`config.mk`:
```
export PLATFORM = sky130hd
export DESIGN_NAME = mult_div_unit
export DESIGN_NICKNAME = d
export VERILOG_FILES = /design/src/rtl/mdu_pkg.sv /design/src/rtl/mdu_step.sv /design/src/rtl/mult_div_unit.sv
export SDC_FILE = /design/constraint.sdc
export NUM_CORES = 1
export LEC_CHECK = 0
export CAP_MARGIN = 10
export CORE_MARGIN = 8
export CORE_UTILIZATION = 30
export CTS_CLUSTER_DIAMETER = 200
export DETAILED_ROUTE_END_ITERATION = 10
export PLACE_DENSITY_LB_ADDON = 0.2
export SETUP_SLACK_MARGIN = 0.4
export SLEW_MARGIN = 5
export SYNTH_ARGS = -nofsm -noshare
export SYNTH_HDL_FRONTEND = slang
export SYNTH_HIERARCHICAL = 1
export SYNTH_SLANG_ARGS = --single-unit
```
`constraint.sdc`:
```
create_clock -name clk -period 9.9 [get_ports clk]
set_input_delay 1.485 -clock clk [delete_from_list [all_inputs] [get_ports clk]]
set_output_delay 1.485 -clock clk [all_outputs]
set_load 0.02 [all_outputs]
```
`src/rtl/mdu_pkg.sv`:
```
// Shared definitions for the iterative multiply/divide unit: operation
// encodings, FSM states, default widths and two's-complement helpers.
package mdu_pkg;

    localparam int MDU_WIDTH = 32;
    localparam int MDU_CNT_W = 6;

    typedef enum logic [1:0] {
        OP_MULT  = 2'b00,
        OP_MULTU = 2'b01,
        OP_DIV   = 2'b10,
        OP_DIVU  = 2'b11
    } mdu_op_e;

    typedef enum logic [1:0] {
        IDLE,
        RUN,
        FIX
    } mdu_state_e;

    typedef logic [MDU_WIDTH-1:0]   word_t;
    typedef logic [2*MDU_WIDTH-1:0] dword_t;

    // Divide ops have op[1] set.
    function automatic logic op_is_div(input logic [1:0] op);
        return op[1];
    endfunction

    // Signed ops (MULT, DIV) have op[0] clear.
    function automatic logic op_is_signed(input logic [1:0] op);
        return ~op[0];
    endfunction

    function automatic word_t neg_w(input word_t x);
        return ~x + word_t'(1);
    endfunction

    function automatic dword_t neg_dw(input dword_t x);
        return ~x + dword_t'(1);
    endfunction

    // Magnitude of x; 0x80000000 maps to itself and is then read as unsigned.
    function automatic word_t abs_w(input word_t x, input logic is_signed);
        return (is_signed && x[MDU_WIDTH-1]) ? neg_w(x) : x;
    endfunction

endpackage

```
`src/rtl/mdu_step.sv`:
```
// One radix-2 iteration of the multiply/divide datapath (combinational).
// Multiply: conditional add into the upper half, then shift {carry, acc} right.
// Divide:   shift {rem, quot} left, trial-subtract divisor, set quotient bit.
module mdu_step
    import mdu_pkg::*;
#(
    parameter int WIDTH = MDU_WIDTH
) (
    input  logic               is_div_i,
    input  logic               mbit_i,
    input  logic [2*WIDTH-1:0] acc_i,
    input  logic [WIDTH-1:0]   operand_i,
    output logic [2*WIDTH-1:0] acc_o
);

    logic [WIDTH:0] sum;
    logic [WIDTH:0] diff;

    // Compute both candidate updates and select by operation class.
    always_comb begin
        sum   = {1'b0, acc_i[2*WIDTH-1:WIDTH]} + {1'b0, (mbit_i ? operand_i : {WIDTH{1'b0}})};
        // Remainder after the left shift is WIDTH+1 bits wide, so the trial
        // subtract keeps the bit shifted out of the top.
        diff  = acc_i[2*WIDTH-1:WIDTH-1] - {1'b0, operand_i};
        acc_o = acc_i;
        if (is_div_i) begin
            if (!diff[WIDTH]) begin
                acc_o = {diff[WIDTH-1:0], acc_i[WIDTH-2:0], 1'b1};
            end else begin
                acc_o = {acc_i[2*WIDTH-2:0], 1'b0};
            end
        end else begin
            acc_o = {sum, acc_i[WIDTH-1:1]};
        end
    end

endmodule

```
`src/rtl/mult_div_unit.sv`:
```
// Iterative MIPS32 multiply/divide unit (MULT, MULTU, DIV, DIVU) producing
// HI/LO. Operands are latched as magnitudes, WIDTH radix-2 steps run on
// unsigned values, and a final FIX cycle applies the sign correction.
module mult_div_unit
    import mdu_pkg::*;
#(
    parameter int WIDTH = MDU_WIDTH,
    parameter int CNT_W = MDU_CNT_W
) (
    input  logic             clk,
    input  logic             reset,
    input  logic             start,
    input  logic [1:0]       op,
    input  logic [WIDTH-1:0] a,
    input  logic [WIDTH-1:0] b,
    output logic             busy,
    output logic             done,
    output logic [WIDTH-1:0] hi,
    output logic [WIDTH-1:0] lo
);

    mdu_state_e         state_q, state_d;
    logic [CNT_W-1:0]   cnt_q, cnt_d;
    logic               is_div_q, is_div_d;
    logic               sa_q, sa_d;
    logic               sb_q, sb_d;
    logic [WIDTH-1:0]   raw_a_q, raw_a_d;
    logic [WIDTH-1:0]   opnd_q, opnd_d;
    logic [WIDTH-1:0]   mplr_q, mplr_d;
    logic [2*WIDTH-1:0] acc_q, acc_d;
    logic [WIDTH-1:0]   hi_q, hi_d;
    logic [WIDTH-1:0]   lo_q, lo_d;
    logic               done_q, done_d;

    logic [2*WIDTH-1:0] step_acc;
    logic               sgn;
    logic [WIDTH-1:0]   abs_a;
    logic [WIDTH-1:0]   abs_b;
    logic [2*WIDTH-1:0] prod;

    mdu_step #(
        .WIDTH(WIDTH)
    ) u_step (
        .is_div_i  (is_div_q),
        .mbit_i    (mplr_q[0]),
        .acc_i     (acc_q),
        .operand_i (opnd_q),
        .acc_o     (step_acc)
    );

    // Next-state and datapath control: latch in IDLE, iterate in RUN,
    // sign-correct and publish HI/LO in FIX.
    always_comb begin
        state_d  = state_q;
        cnt_d    = cnt_q;
        is_div_d = is_div_q;
        sa_d     = sa_q;
        sb_d     = sb_q;
        raw_a_d  = raw_a_q;
        opnd_d   = opnd_q;
        mplr_d   = mplr_q;
        acc_d    = acc_q;
        hi_d     = hi_q;
        lo_d     = lo_q;
        done_d   = 1'b0;
        sgn      = op_is_signed(op);
        abs_a    = abs_w(a, sgn);
        abs_b    = abs_w(b, sgn);
        prod     = (sa_q ^ sb_q) ? neg_dw(acc_q) : acc_q;

        case (state_q)
            IDLE: begin
                if (start) begin
                    is_div_d = op_is_div(op);
                    sa_d     = sgn & a[WIDTH-1];
                    sb_d     = sgn & b[WIDTH-1];
                    raw_a_d  = a;
                    mplr_d   = abs_b;
                    cnt_d    = '0;
                    state_d  = RUN;
                    if (op_is_div(op)) begin
                        // Divide: divisor is the step operand, dividend
                        // starts in the quotient half and shifts up.
                        opnd_d = abs_b;
                        acc_d  = {{WIDTH{1'b0}}, abs_a};
                    end else begin
                        opnd_d = abs_a;
                        acc_d  = '0;
                    end
                end
            end
            RUN: begin
                acc_d  = step_acc;
                mplr_d = mplr_q >> 1;
                cnt_d  = cnt_q + CNT_W'(1);
                if (cnt_q == CNT_W'(WIDTH - 1)) begin
                    state_d = FIX;
                end
            end
            FIX: begin
                if (is_div_q) begin
                    if (opnd_q == '0) begin
                        // Divide by zero: raw dividend in HI, all ones in LO.
                        hi_d = raw_a_q;
                        lo_d = '1;
                    end else begin
                        lo_d = (sa_q ^ sb_q) ? neg_w(acc_q[WIDTH-1:0]) : acc_q[WIDTH-1:0];
                        hi_d = sa_q ? neg_w(acc_q[2*WIDTH-1:WIDTH]) : acc_q[2*WIDTH-1:WIDTH];
                    end
                end else begin
                    hi_d = prod[2*WIDTH-1:WIDTH];
                    lo_d = prod[WIDTH-1:0];
                end
                done_d  = 1'b1;
                cnt_d   = '0;
                state_d = IDLE;
            end
            default: begin
                state_d = IDLE;
            end
        endcase
    end

    // State and datapath registers; reset aborts any operation in progress.
    always_ff @(posedge clk or posedge reset) begin
        if (reset) begin
            state_q  <= IDLE;
            cnt_q    <= '0;
            is_div_q <= 1'b0;
            sa_q     <= 1'b0;
            sb_q     <= 1'b0;
            raw_a_q  <= '0;
            opnd_q   <= '0;
            mplr_q   <= '0;
            acc_q    <= '0;
            hi_q     <= '0;
            lo_q     <= '0;
            done_q   <= 1'b0;
        end else begin
            state_q  <= state_d;
            cnt_q    <= cnt_d;
            is_div_q <= is_div_d;
            sa_q     <= sa_d;
            sb_q     <= sb_d;
            raw_a_q  <= raw_a_d;
            opnd_q   <= opnd_d;
            mplr_q   <= mplr_d;
            acc_q    <= acc_d;
            hi_q     <= hi_d;
            lo_q     <= lo_d;
            done_q   <= done_d;
        end
    end

    assign busy = (state_q != IDLE);
    assign done = done_q;
    assign hi   = hi_q;
    assign lo   = lo_q;

endmodule

```
# After elaboration in Yosys (flattened, before gate mapping)
# Index checks and enable logic that the tools add are counted.
# totals
register_bits	236
in_bits	69
out_inout_bits	66
word_cells	69
# classes
addsub	8
eq_ne	5
n_mux	24
bitwise_logic	9
reduce_logical	11
# op_table
cell	count
$mux 32	12
$mux 64	4
$add 32x1->32 const B	4
$not 32->32	4
$pmux 64 s2	1
$add 64x1->64 const B	1
$not 64->64	1
$pmux 32 s2	1
$add 32x32->33	1
$sub 33x32->33	1
$logic_not 32->1	1
$pmux 6 s3	1
$reduce_and 2->1	4
$add 6x1->6 const B	1
$eq 6x5->1 const B	1
$mux 6	1
$mux 2	2
$ne 2x2->1 const B	2
$pmux 2 s2	1
$reduce_bool 2->1	2
$reduce_bool 3->1	1
$and 1x1->1	2
$eq 2x1->1 const B	1
$eq 2x2->1 const B	1
5 further kinds	6

# Logic depth before layout (Yosys ltp)
# Gate-level depths: netlist of the first run.
# logic_depth
ltp_word	6
mapped_depth	16
ltp_nobuf	14

# Cells and area by module
# Netlist of the first run, hierarchy kept.
# by_module_without_submodules
mod	instances	cells_per_inst	area_per_inst_um2	seq_area_each_um2
mult_div_unit	1	1472	13496.7	5905.7
mdu_step	1	712	4829.6	0.0

# Worst setup path before layout of the first run
# Ideal clock, no wire load.
# synth_path
path_kind	register to register
start	reg acc_q[31]
end	reg acc_q[52]
setup_time_ps	121
arrival_ps	3523
required_ps	9779
setup_slack_ps	6256
path_stages_with_launch	15
n_path_buf	1
synth_period_minus_slack_ps	3644
path_cell_list	dfrtp_1 > inv_1 > ha_1 > fa_1 > nand2b_1 > a21oi_1 > o31a_1 > a21oi_1 > a2111oi_0 > nor4_1 > o21ai_0 > nand2_1 > buf_2 > a311o_1 > a22o_1
# synth_between
elab_chain_len	4
# synth_rtl
element	line_no	source
start: declaration	mult_div_unit.sv:30	logic [2*WIDTH-1:0] acc_q, acc_d;
start signal: assignment	mult_div_unit.sv:135	acc_q <= '0;
start signal: assignment	mult_div_unit.sv:148	acc_q <= acc_d;
$sub 33x32->33	mdu_step.sv:24	diff = acc_i[2*WIDTH-1:WIDTH-1] - {1'b0, operand_i};
$mux 64	mdu_step.sv:27	if (!diff[WIDTH]) begin
$mux 64	mdu_step.sv:26	if (is_div_i) begin
net step_acc[52]	mult_div_unit.sv:35	logic [2*WIDTH-1:0] step_acc;
$pmux 64 s2	mult_div_unit.sv:71	case (state_q)
# The timed path passes the listed nets, and every way through them passes these cells.
# A chain may end at the register's enable or synchronous reset.

# Worst setup path in the final report of the first run
# layout_path
start	reg acc_q[36]
end	reg acc_q[40]
# layout_between
elab_chain_len	4
elab_cells_between_ends	5
classes_between	add/sub (2); mux (3)
# layout_rtl
element	line_no
$sub 33x32->33	mdu_step.sv:24
$mux 64	mdu_step.sv:27
$mux 64 *	mdu_step.sv:26
net step_acc[40]	mult_div_unit.sv:35
$pmux 64 s2 *	mult_div_unit.sv:71
# Mark *: on every way through the listed nets, which the timed path passes. The rest lies on a longest branch.

==> run_results.csv, run 1 <==
group,metric,value,unit
layout,drive_above_1_share,7.229,%
cts,clk_pin_slew_worst_paths,0.06,ns
sta,clock.fmax,208.9,MHz
layout,area_growth_syn_to_layout,15.72,%
cts,post_cts_resize_count,0,
sta,clock_skew,0.01310,ns
power_and_ir_drop,ir_drop,166.4,uV
layout,final_cells,3027,
setup_path,crit_chain,"ha_1 > o211ai_1 > a21oi_1 > o31a_1 > a21oi_1 > a2111oi_0 > clkbuf_2 > or4_4 > nand3_1 > a21oi_1 > a311o_1 > a22o_1",
synth,yosysMostFrequentCell,"dfrtp_1",
power_and_ir_drop,power.density,343.5,mW/mm2
setup_path,path_depth,12,
layout,final_nets,2361,
drt,ant_nets,0,
sta,setup_viol,0,
placed_design,portBuffers,134,
layout,final_util,35.13,%
sta,hold_viol,0,
global_route,grt_pass1_vias,16960,
synth,synthTopCellsByArea,"dfrtp_1 (32%), xnor2_1 (4.9%), ha_1 (4.7%)",
synth,synth.largest_area_cell,"dfrtp_1",
drt,vias,17700,
synth,syn-num-nets,2324,
cts,clockBufferDepth,3,
placed_design,place_inst,2970,
sta,grt_setup_unrepaired,"no",
synth,syn_area_per_cell,8.391,um2
sta,fin_crit_sh,48.35,%
floorplan,die_w,263.2,um
cts,cts_tree,"done",
synth,synthArstFlopShare,100.0,%
setup_path,required,10.36,ns
power_and_ir_drop,p_leak,0.008786,uW
floorplan,die_y,263.2,um
global_route,grt_max_degree,106,
drt,vias_per_cell,5.846,
floorplan,rows,90,
synth,synth_top_area_share,32.23,%
drt,avgRoutedWirePerCell,24.69,um
sta,worst-slew-pin-transition,1.254,ns
min_path,hold-path-endpoint,"raw_a_q[25]",
setup_path,regToRegStartpoint,"acc_q[36]",
global_route,grt_overflow,0,
cts,cts_hold_buf,0,
setup_path,crit_fanout,25,
flow_run,maxCapViolCount,0,
floorplan,dieArea,0.06925,mm2
setup_path,crit_buf_inv,1,
synth,ys_ff_latch,236,
synth,ys_seq_area_share,32.23,%
sta,slew_viol_final,0,
placed_design,dpl.hpwl,55.92,mm
floorplan,start_util,30.36,%
global_route,antenna_found_initial,2,
floorplan,io_pins,135,
cts,htree_levels,1,
setup_path,worstSetupPathType,"reg -> reg",
sta,period_needed,4.786,ns
min_path,hold_class,"reg -> reg",
min_path,hold-path-cell-count,2,
setup_path,r2r_slack,5.11,ns
cts,cts_buffers,29,
placed_design,gp_congestion,0.9073,
setup_path,cp_slowest_cell,"nand3_1",
synth,syn_area,0.01833,mm2
setup_path,crit_arrival,5.24,ns
drt,wl,74.73,mm
synth,synth_edf_count,0,
global_route,grt_pass1_wl,112.3,mm
cts,root_buffer,"clkbuf_16",
drt,route.detailed.drc,0,
setup_path,slowest_delay,0.95,ns
cts,clock_sinks,236,
setup_path,timing.rr.end,"acc_q[40]",
synth,synth.distinct_cells,92,
sta,relSlewSlack,16.15,%
setup_path,cp-start-kind,"flop",
synth,synth_common_cells,"dfrtp_1 (236), nand2_1 (217), o21ai_0 (169)",
global_route,grt.total_usage,20.49,%
setup_path,crit_family,"compound AO/OA/AOI/OAI gates",
drt,drtPass1Iterations,6,
status,status,"complete, no violations",
synth,synth_flop_cell,"dfrtp_1",
cts,insertion_delay,0.57,ns
synth,yosysWarnings,6,
synth,synth_cells,2184,
drt,drt-initial-drc-count,1874,
cts,cts_setup_buffers,0,
floorplan,core_area,0.06036,mm2
setup_path,path_common_cell,"a21oi_1",
setup_path,setup.worst_path.end_class,"flop",
min_path,hp-start,"raw_a_q[25]",
sta,tns,0,ns
setup_path,r2r_cells,12,
[metrics by stage]
stage	area, um2	hold slack [ns]	total power, uW	worst slack, ns
global route	21200	0.4794	7762	4.785
global placement	20240	0.4596	6114	4.830
CTS	21180	0.4736	7240	4.733
floorplan	18330	0.4385	4723	1.940
finish	21210	0.4743	7284	5.114
detailed placement	20240	0.4591	6132	4.776
[cell usage in the layout, fill, tap and decap left out, types with 24 or more instances in the layout]
master           count
a21o_1              41
a21oi_1            132
a22o_1              31
a22oi_1             59
a31oi_1             56
and2_1              43
buf_4               26
clkbuf_16           29
clkdlybuf4s50_1    134
dfrtp_1            235
ha_1                69
inv_1               61
mux2_2              45
nand2_1            217
nand3_1             48
nand4_1             24
nor2_1             156
nor3_1              37
nor4_1              38
o21ai_0            169
o31ai_1             35
or3_1               25
xnor2_1            101
xor2_1              81
[cell type report]
class                   instances  area (um2)
fillers                      6257       39150
multi-input cells            1730       11580
flip-flops and latches        236        5909
repair buffers                161        1541
well taps                     782       978.4
clock buffers                  42       814.5
inverters                      63       244.0
clock inverters                 9       125.1
diodes                          4       10.01
[power breakdown]
group          internal [uW]  leakage, uW  switching (uW)
clock network            643     0.000455             441
logic                   1760      0.00540            2360
registers               1340      0.00293             743
[per-layer routing]
metal / vias to the layer above / part of all wire, % / track usage, %
met3: 112 / 7.6 / 4.223
met4: 0 / 2.6 / 4.798
met5: - / 0 / 0
met2: 708 / 44 / 31.88
li1: 8150 / - / -
met1: 8725 / 46 / 28.85
[kinds of logic after synthesis]
group,synth area share [%]
AND/OR/NAND/NOR,19.94
AO/OA/AOI/OAI,25.69
flip-flops,32.23
buffers and inverters,4.779
XOR/XNOR,8.794
adder cells (fa/ha/maj),4.929
multiplexers,3.646
[flip-flops by register name, indices dropped and copies added (netlist names)]
name      cells
is_div_q      1
acc_q        64
done          1
mplr_q       32
raw_a_q      32
sb_q          1
sa_q          1
lo           32
cnt_q         6
hi           32
opnd_q       32
state_q       2
[worst max-delay path by stage]
stage	endpoint	start	slack [ns]
floorplan	acc_q[0]	reset	1.94
global placement	acc_q[45]	acc_q[31]	4.83
detailed placement	acc_q[58]	acc_q[31]	4.78
CTS	acc_q[58]	acc_q[31]	4.73
global route	acc_q[40]	acc_q[36]	4.78
finish	acc_q[40]	acc_q[36]	5.11
[tightest hold or removal path, stage by stage (launching register included)]
cell,delay (ns)
dfrtp_1,0.34
nand2_1,0.05
nand2_1,0.06
(Power assumes the default switching activity.)
==> inputs of run 2 (changes only) <==
Clock period 9.9 ns to 4.9 ns, I/O delays scaled along.
==> run 2 against run 1 <==
Net effect: combinational power is 120% higher; sequential cell count stayed put; sequential power is 86% higher; power is 110% higher; global-route usage is 0.38 points higher; utilization is 0.66 points higher; critical endpoint is now acc_q[51]; largest power group unchanged; clock skew is 0.012 ns higher; maximum frequency is 13% higher.
==> run_results.csv, run 2 (synthesis gave the netlist of run 1 again) <==
group,metric,value,unit
setup_path,slowest_delay,0.62,ns
global_route,grt_pass1_vias,17420,
global_route,antenna_found_initial,1,
power_and_ir_drop,ir_drop,274.5,uV
drt,drt-initial-drc-count,1918,
layout,final_util,35.79,%
sta,slew_viol_final,0,
layout,nFillCells,6225,
layout,final_common_cell,"dfrtp_1",
global_route,grt.total_usage,20.86,%
sta,hold_viol,0,
drt,wl,75.69,mm
power_and_ir_drop,power.density,698.9,mW/mm2
global_route,grt_max_degree,102,
drt,drtPass1Iterations,5,
placed_design,dpl_cell_area,0.02060,mm2
setup_path,regToRegStartpoint,"mplr_q[0]",
min_path,hp-start,"lo[11]",
status,status,"complete, no violations",
setup_path,crit_arrival,4.76,ns
setup_path,required,5.40,ns
setup_path,crit_fanout,17,
layout,final_nets,2401,
min_path,hold_class,"reg -> reg",
cts,htree_levels,1,
setup_path,cp_slowest_cell,"a2111oi_1",
layout,drive_above_1_share,9.159,%
placed_design,portBuffers,134,
floorplan,die_y,263.2,um
placed_design,dpl.hpwl,57.43,mm
setup_path,setup.worst_path.end_class,"flop",
setup_path,crit_chain,"and2_1 > ha_1 > fa_1 > a21oi_1 > nor2_1 > nor3_1 > buf_4 > o31ai_1 > a41o_1 > a2111oi_1 > o31ai_1 > and3_1 > nor4_1 > a22o_1",
sta,fin_crit_sh,86.79,%
cts,insertion_delay,0.58,ns
sta,clock_skew,0.02520,ns
cts,clock_sinks,236,
cts,cts_buffers,29,
sta,holdWs,0.4717,ns
sta,grt_setup_unrepaired,"no",
sta,tns,0,ns
flow_run,maxCapViolCount,0,
setup_path,crit_start,"mplr_q[0]",
setup_path,cp-start-kind,"flop",
sta,worst-slew-pin-transition,1.218,ns
cts,clockBufferDepth,3,
cts,cts_tree,"done",
setup_path,worstSetupPathType,"reg -> reg",
setup_path,path_common_cell,"o31ai_1",
global_route,grt_overflow,0,
placed_design,gp_congestion,0.9161,
sta,period_needed,4.253,ns
drt,ant_nets,0,
layout,final_cell_mix,"dfrtp_1 (235), nand2_1 (217), o21ai_0 (169), nor2_1 (157), clkdlybuf4s50_1 (134)",
sta,relSlewSlack,18.47,%
cts,root_buffer,"clkbuf_16",
layout,area_growth_syn_to_layout,17.87,%
drt,vias_per_cell,5.884,
cts,cts_hold_buf,0,
floorplan,start_util,30.36,%
layout,largest_reg_flops,64,
floorplan,die_w,263.2,um
floorplan,io_pins,135,
power_and_ir_drop,p_leak,0.009019,uW
floorplan,dieArea,0.06925,mm2
sta,setup_viol,0,
floorplan,core_area,0.06036,mm2
drt,route.detailed.drc,0,
drt,vias,18040,
global_route,grt_pass1_wl,114.1,mm
cts,clk_pin_slew_worst_paths,0.07,ns
drt,avgRoutedWirePerCell,24.69,um
sta,clock.fmax,235.1,MHz
layout,stdcell_area,0.02160,mm2
layout,top_register,"acc_q",
floorplan,rows,90,
[run 2: cell types whose count changed in the layout (fill, tap and decap cells not counted), moves of 2 or more]
cell	before	now
buf_4	26	63
clkbuf_8	4	7
buf_12	0	4
clkinvlp_4	2	5
diode_2	4	2
clkbuf_1	9	3
[run 2: worst max-delay path, delay by kind of cell (launching register included)]
family	cells	cell delay, ns
flops	1	0.56
fa+ha+maj	2	0.62
buf+inv	1	0.19
compound gates	6	1.68
simple gates	5	1.14
[run 2: layout make-up]
type | instances | area, um2 | share of cell area, %
inverter | 63 | 240.2 | 1.112
timing repair buffer | 201 | 1894 | 8.769
clock inverter | 13 | 153.9 | 0.7124
multi-input combinational | 1730 | 11590 | 53.64
antenna | 2 | 5.005 | 0.02317
tap | 782 | 978.4 | 4.529
clock buffer | 39 | 833.3 | 3.858
sequential | 236 | 5909 | 27.36
[run 2: power by group]
part           switching [uW]  internal [uW]
combinational            5210           3770
sequential               1160           2710
clock                     906           1340
[run 2: metal layers]
layer	share of wire [%]	global-route usage, %	vias up
li1	-	-	8232
met1	46	30.00	8932
met2	45	33.08	768
met3	6.7	1.930	109
met4	3.0	5.785	0
met5	0	0	-
[run 2: repair_timing]
action	CTS	global route
gates resized for setup	0	1
setup buffers	0	0
endpoints found under the setup margin	0	1
[run 2: stage by stage]
stage	std cells	total power, uW	worst slack, ns
after floorplan	2184	9544	1.073
after global placement	3012	12630	0.7429
after detailed placement	3012	12690	0.7086
after CTS	3064	15010	0.6742
after global routing	3064	16070	0.4460
final	3066	15100	0.6471
[run 2: final timing paths]
check	to	slack, ns	cells past startpoint
worst min-delay path	lo[11]	0.47	2
worst max-delay path	acc_q[51]	0.65	14
worst max register to register	acc_q[51]	0.65	14
min in group asynchronous	lo[17]	0.69	2
max in group asynchronous	cnt_q[3]	3.24	3
worst min register to register	lo[11]	0.47	2
==> inputs of run 3 (changes only) <==
Settings changed: CORE_UTILIZATION 30 to 54, GPL_TIMING_DRIVEN set to 0.
==> run 3 against run 2 <==
Net effect: power shrank 1.9%; critical path depth grew 2; setup slack lost 0.12 ns; combinational power is essentially flat.
==> run_results.csv, run 3 (synthesis gave the netlist of run 1 again) <==
group,metric,value,unit
setup_path,required,5.38,ns
sta,clock_skew,0.01930,ns
setup_path,cp-start-kind,"flop",
sta,holdWs,0.4757,ns
min_path,hold-path-endpoint,"raw_a_q[25]",
floorplan,die_y,200.2,um
cts,insertion_delay,0.56,ns
placed_design,gp_congestion,1.027,
drt,wl,70.29,mm
drt,vias_per_cell,6.616,
sta,period_needed,4.377,ns
cts,cts_tree,"done",
sta,fin_crit_sh,89.32,%
global_route,grt_most_used_layer,"met2",
drt,drtPass1Iterations,6,
drt,avgRoutedWirePerCell,24.93,um
sta,worst-slew-pin-transition,1.160,ns
layout,top_register,"acc_q",
power_and_ir_drop,power.density,695.0,mW/mm2
min_path,hold-path-cell-count,2,
drt,drt-initial-drc-count,1996,
drt,route.detailed.drc,0,
cts,post_cts_resize_count,6,
layout,area_growth_syn_to_layout,16.30,%
layout,largest_reg_flops,64,
placed_design,portBuffers,134,
cts,cts_hold_buf,0,
flow_run,maxCapViolCount,0,
global_route,met2_usage,52.26,%
setup_path,r2r_slack,0.52,ns
cts,htree_levels,1,
setup_path,regToRegStartpoint,"acc_q[31]",
setup_path,timing.rr.end,"acc_q[60]",
power_and_ir_drop,totalPowerFinal,14810,uW
cts,clk_pin_slew_worst_paths,0.07,ns
placed_design,dpl.hpwl,56.61,mm
cts,cts_buffers,25,
global_route,antenna_found_initial,1,
floorplan,io_pins,135,
layout,seq_area,0.005908,mm2
sta,clock.fmax,228.5,MHz
sta,grt_setup_unrepaired,"no",
floorplan,dieArea,0.04009,mm2
global_route,grt.total_usage,33.49,%
layout,final_common_cell,"dfrtp_1",
drt,vias,18660,
power_and_ir_drop,ir_drop,443.2,uV
global_route,grt_max_degree,43,
layout,n_antenna_cell,0,
status,status,"complete, no violations",
cts,root_buffer,"clkbuf_16",
power_and_ir_drop,p_leak,0.008928,uW
layout,final_nets,2494,
drt,ant_nets,0,
setup_path,worstSetupPathType,"reg -> reg",
cts,clock_sinks,236,
min_path,hp-start,"raw_a_q[25]",
setup_path,setup.worst_path.end_class,"flop",
setup_path,crit_fanout,10,
sta,relSlewSlack,21.98,%
floorplan,die_w,200.2,um
global_route,grt_overflow,0,
sta,setup_viol,0,
global_route,grtUsageMet1,44.72,%
floorplan,rows,67,
sta,hold_viol,0,
global_route,met3_usage,5.083,%
global_route,grt_pass1_wl,106.7,mm
cts,clockBufferDepth,3,
layout,nFillCells,2926,
global_route,grt_pass1_vias,17710,
setup_path,r2r_cells,16,
sta,slew_viol_final,0,
layout,multi_input_area,0.01160,mm2
min_path,hold_class,"reg -> reg",
layout,final_cell_mix,"dfrtp_1 (234), nand2_1 (217), o21ai_0 (166), nor2_1 (157), clkdlybuf4s50_1 (134)",
layout,drive_above_1_share,6.872,%
cts,cts_setup_buffers,0,
floorplan,core_area,0.03345,mm2
setup_path,crit_arrival,4.86,ns
floorplan,start_util,54.79,%
## run 3: cell types whose count changed in the layout (fill, tap and decap cells not counted), moves of 4 or more
| cell | change |
|---|---|
| buf_6 | +6 |
| clkbuf_2 | +5 |
| buf_2 | +8 |
| clkbuf_16 | -4 |
| buf_4 | -61 |
| clkbuf_1 | +124 |
| buf_1 | +14 |
## run 3: layer usage
layer | part of all wire (%) | up-vias
li1 | - | 8426
met1 | 41 | 8952
met2 | 44 | 1079
met3 | 9.0 | 197
met4 | 5.7 | 2
met5 | 0.020 | -
## run 3: how the worst max path moves through the flow
stage / start / endpoint / slack, ns / depth (start not counted)
after floorplan: reset / acc_q[0] / 1.07 / 1
after global placement: reset / cnt_q[4] / -0.56 / 2
after detailed placement: acc_q[31] / acc_q[52] / 0.28 / 15
after CTS: mplr_q[0] / acc_q[51] / 0.40 / 14
after global routing: acc_q[31] / acc_q[46] / 0.42 / 17
final: acc_q[31] / acc_q[60] / 0.52 / 16
## run 3: final cells by class
| type | instances | share of cell area (%) |
|---|---|---|
| buffer | 155 | 3.047 |
| inverter | 63 | 1.127 |
| clock inverter | 9 | 0.6633 |
| multi-input combinational | 1730 | 54.41 |
| sequential | 236 | 27.72 |
| timing repair buffer | 143 | 7.044 |
| clock buffer | 36 | 3.364 |
| tap | 448 | 2.630 |
## run 3: metrics by stage
stage / util (%) / setup WS [ns] / cell area (um2) / TNS (ns) / cells
2_1_floorplan: - / 1.073 / 18330 / 0 / 2184
3_3_place_gp: 60.49 / -0.5644 / 20230 / -131.46 / 2766
3_5_place_dp: 60.98 / 0.2849 / 20400 / 0 / 2775
4_1_cts: 63.57 / 0.4036 / 21260 / 0 / 2820
5_1_grt: 63.72 / 0.4215 / 21310 / 0 / 2820
6_report: 63.72 / 0.5233 / 21310 / 0 / 2820
## run 3: critical path, stage by stage, from the launching register on
cell	delay, ns
dfrtp_2	0.50
inv_1	0.15
ha_1	0.20
fa_1	0.21
nand2b_1	0.15
a21oi_1	0.12
o31a_1	0.38
a21oi_2	0.25
a2111oi_0	0.14
clkbuf_2	0.18
or4_4	0.52
buf_6	0.15
nand3_1	0.27
clkbuf_1	0.44
nand4_1	0.24
a31oi_1	0.27
a22o_1	0.15
## run 3: power breakdown
part           internal [uW]  switching, uW
registers               2710           1130
logic                   3700           5260
clock network           1180            838
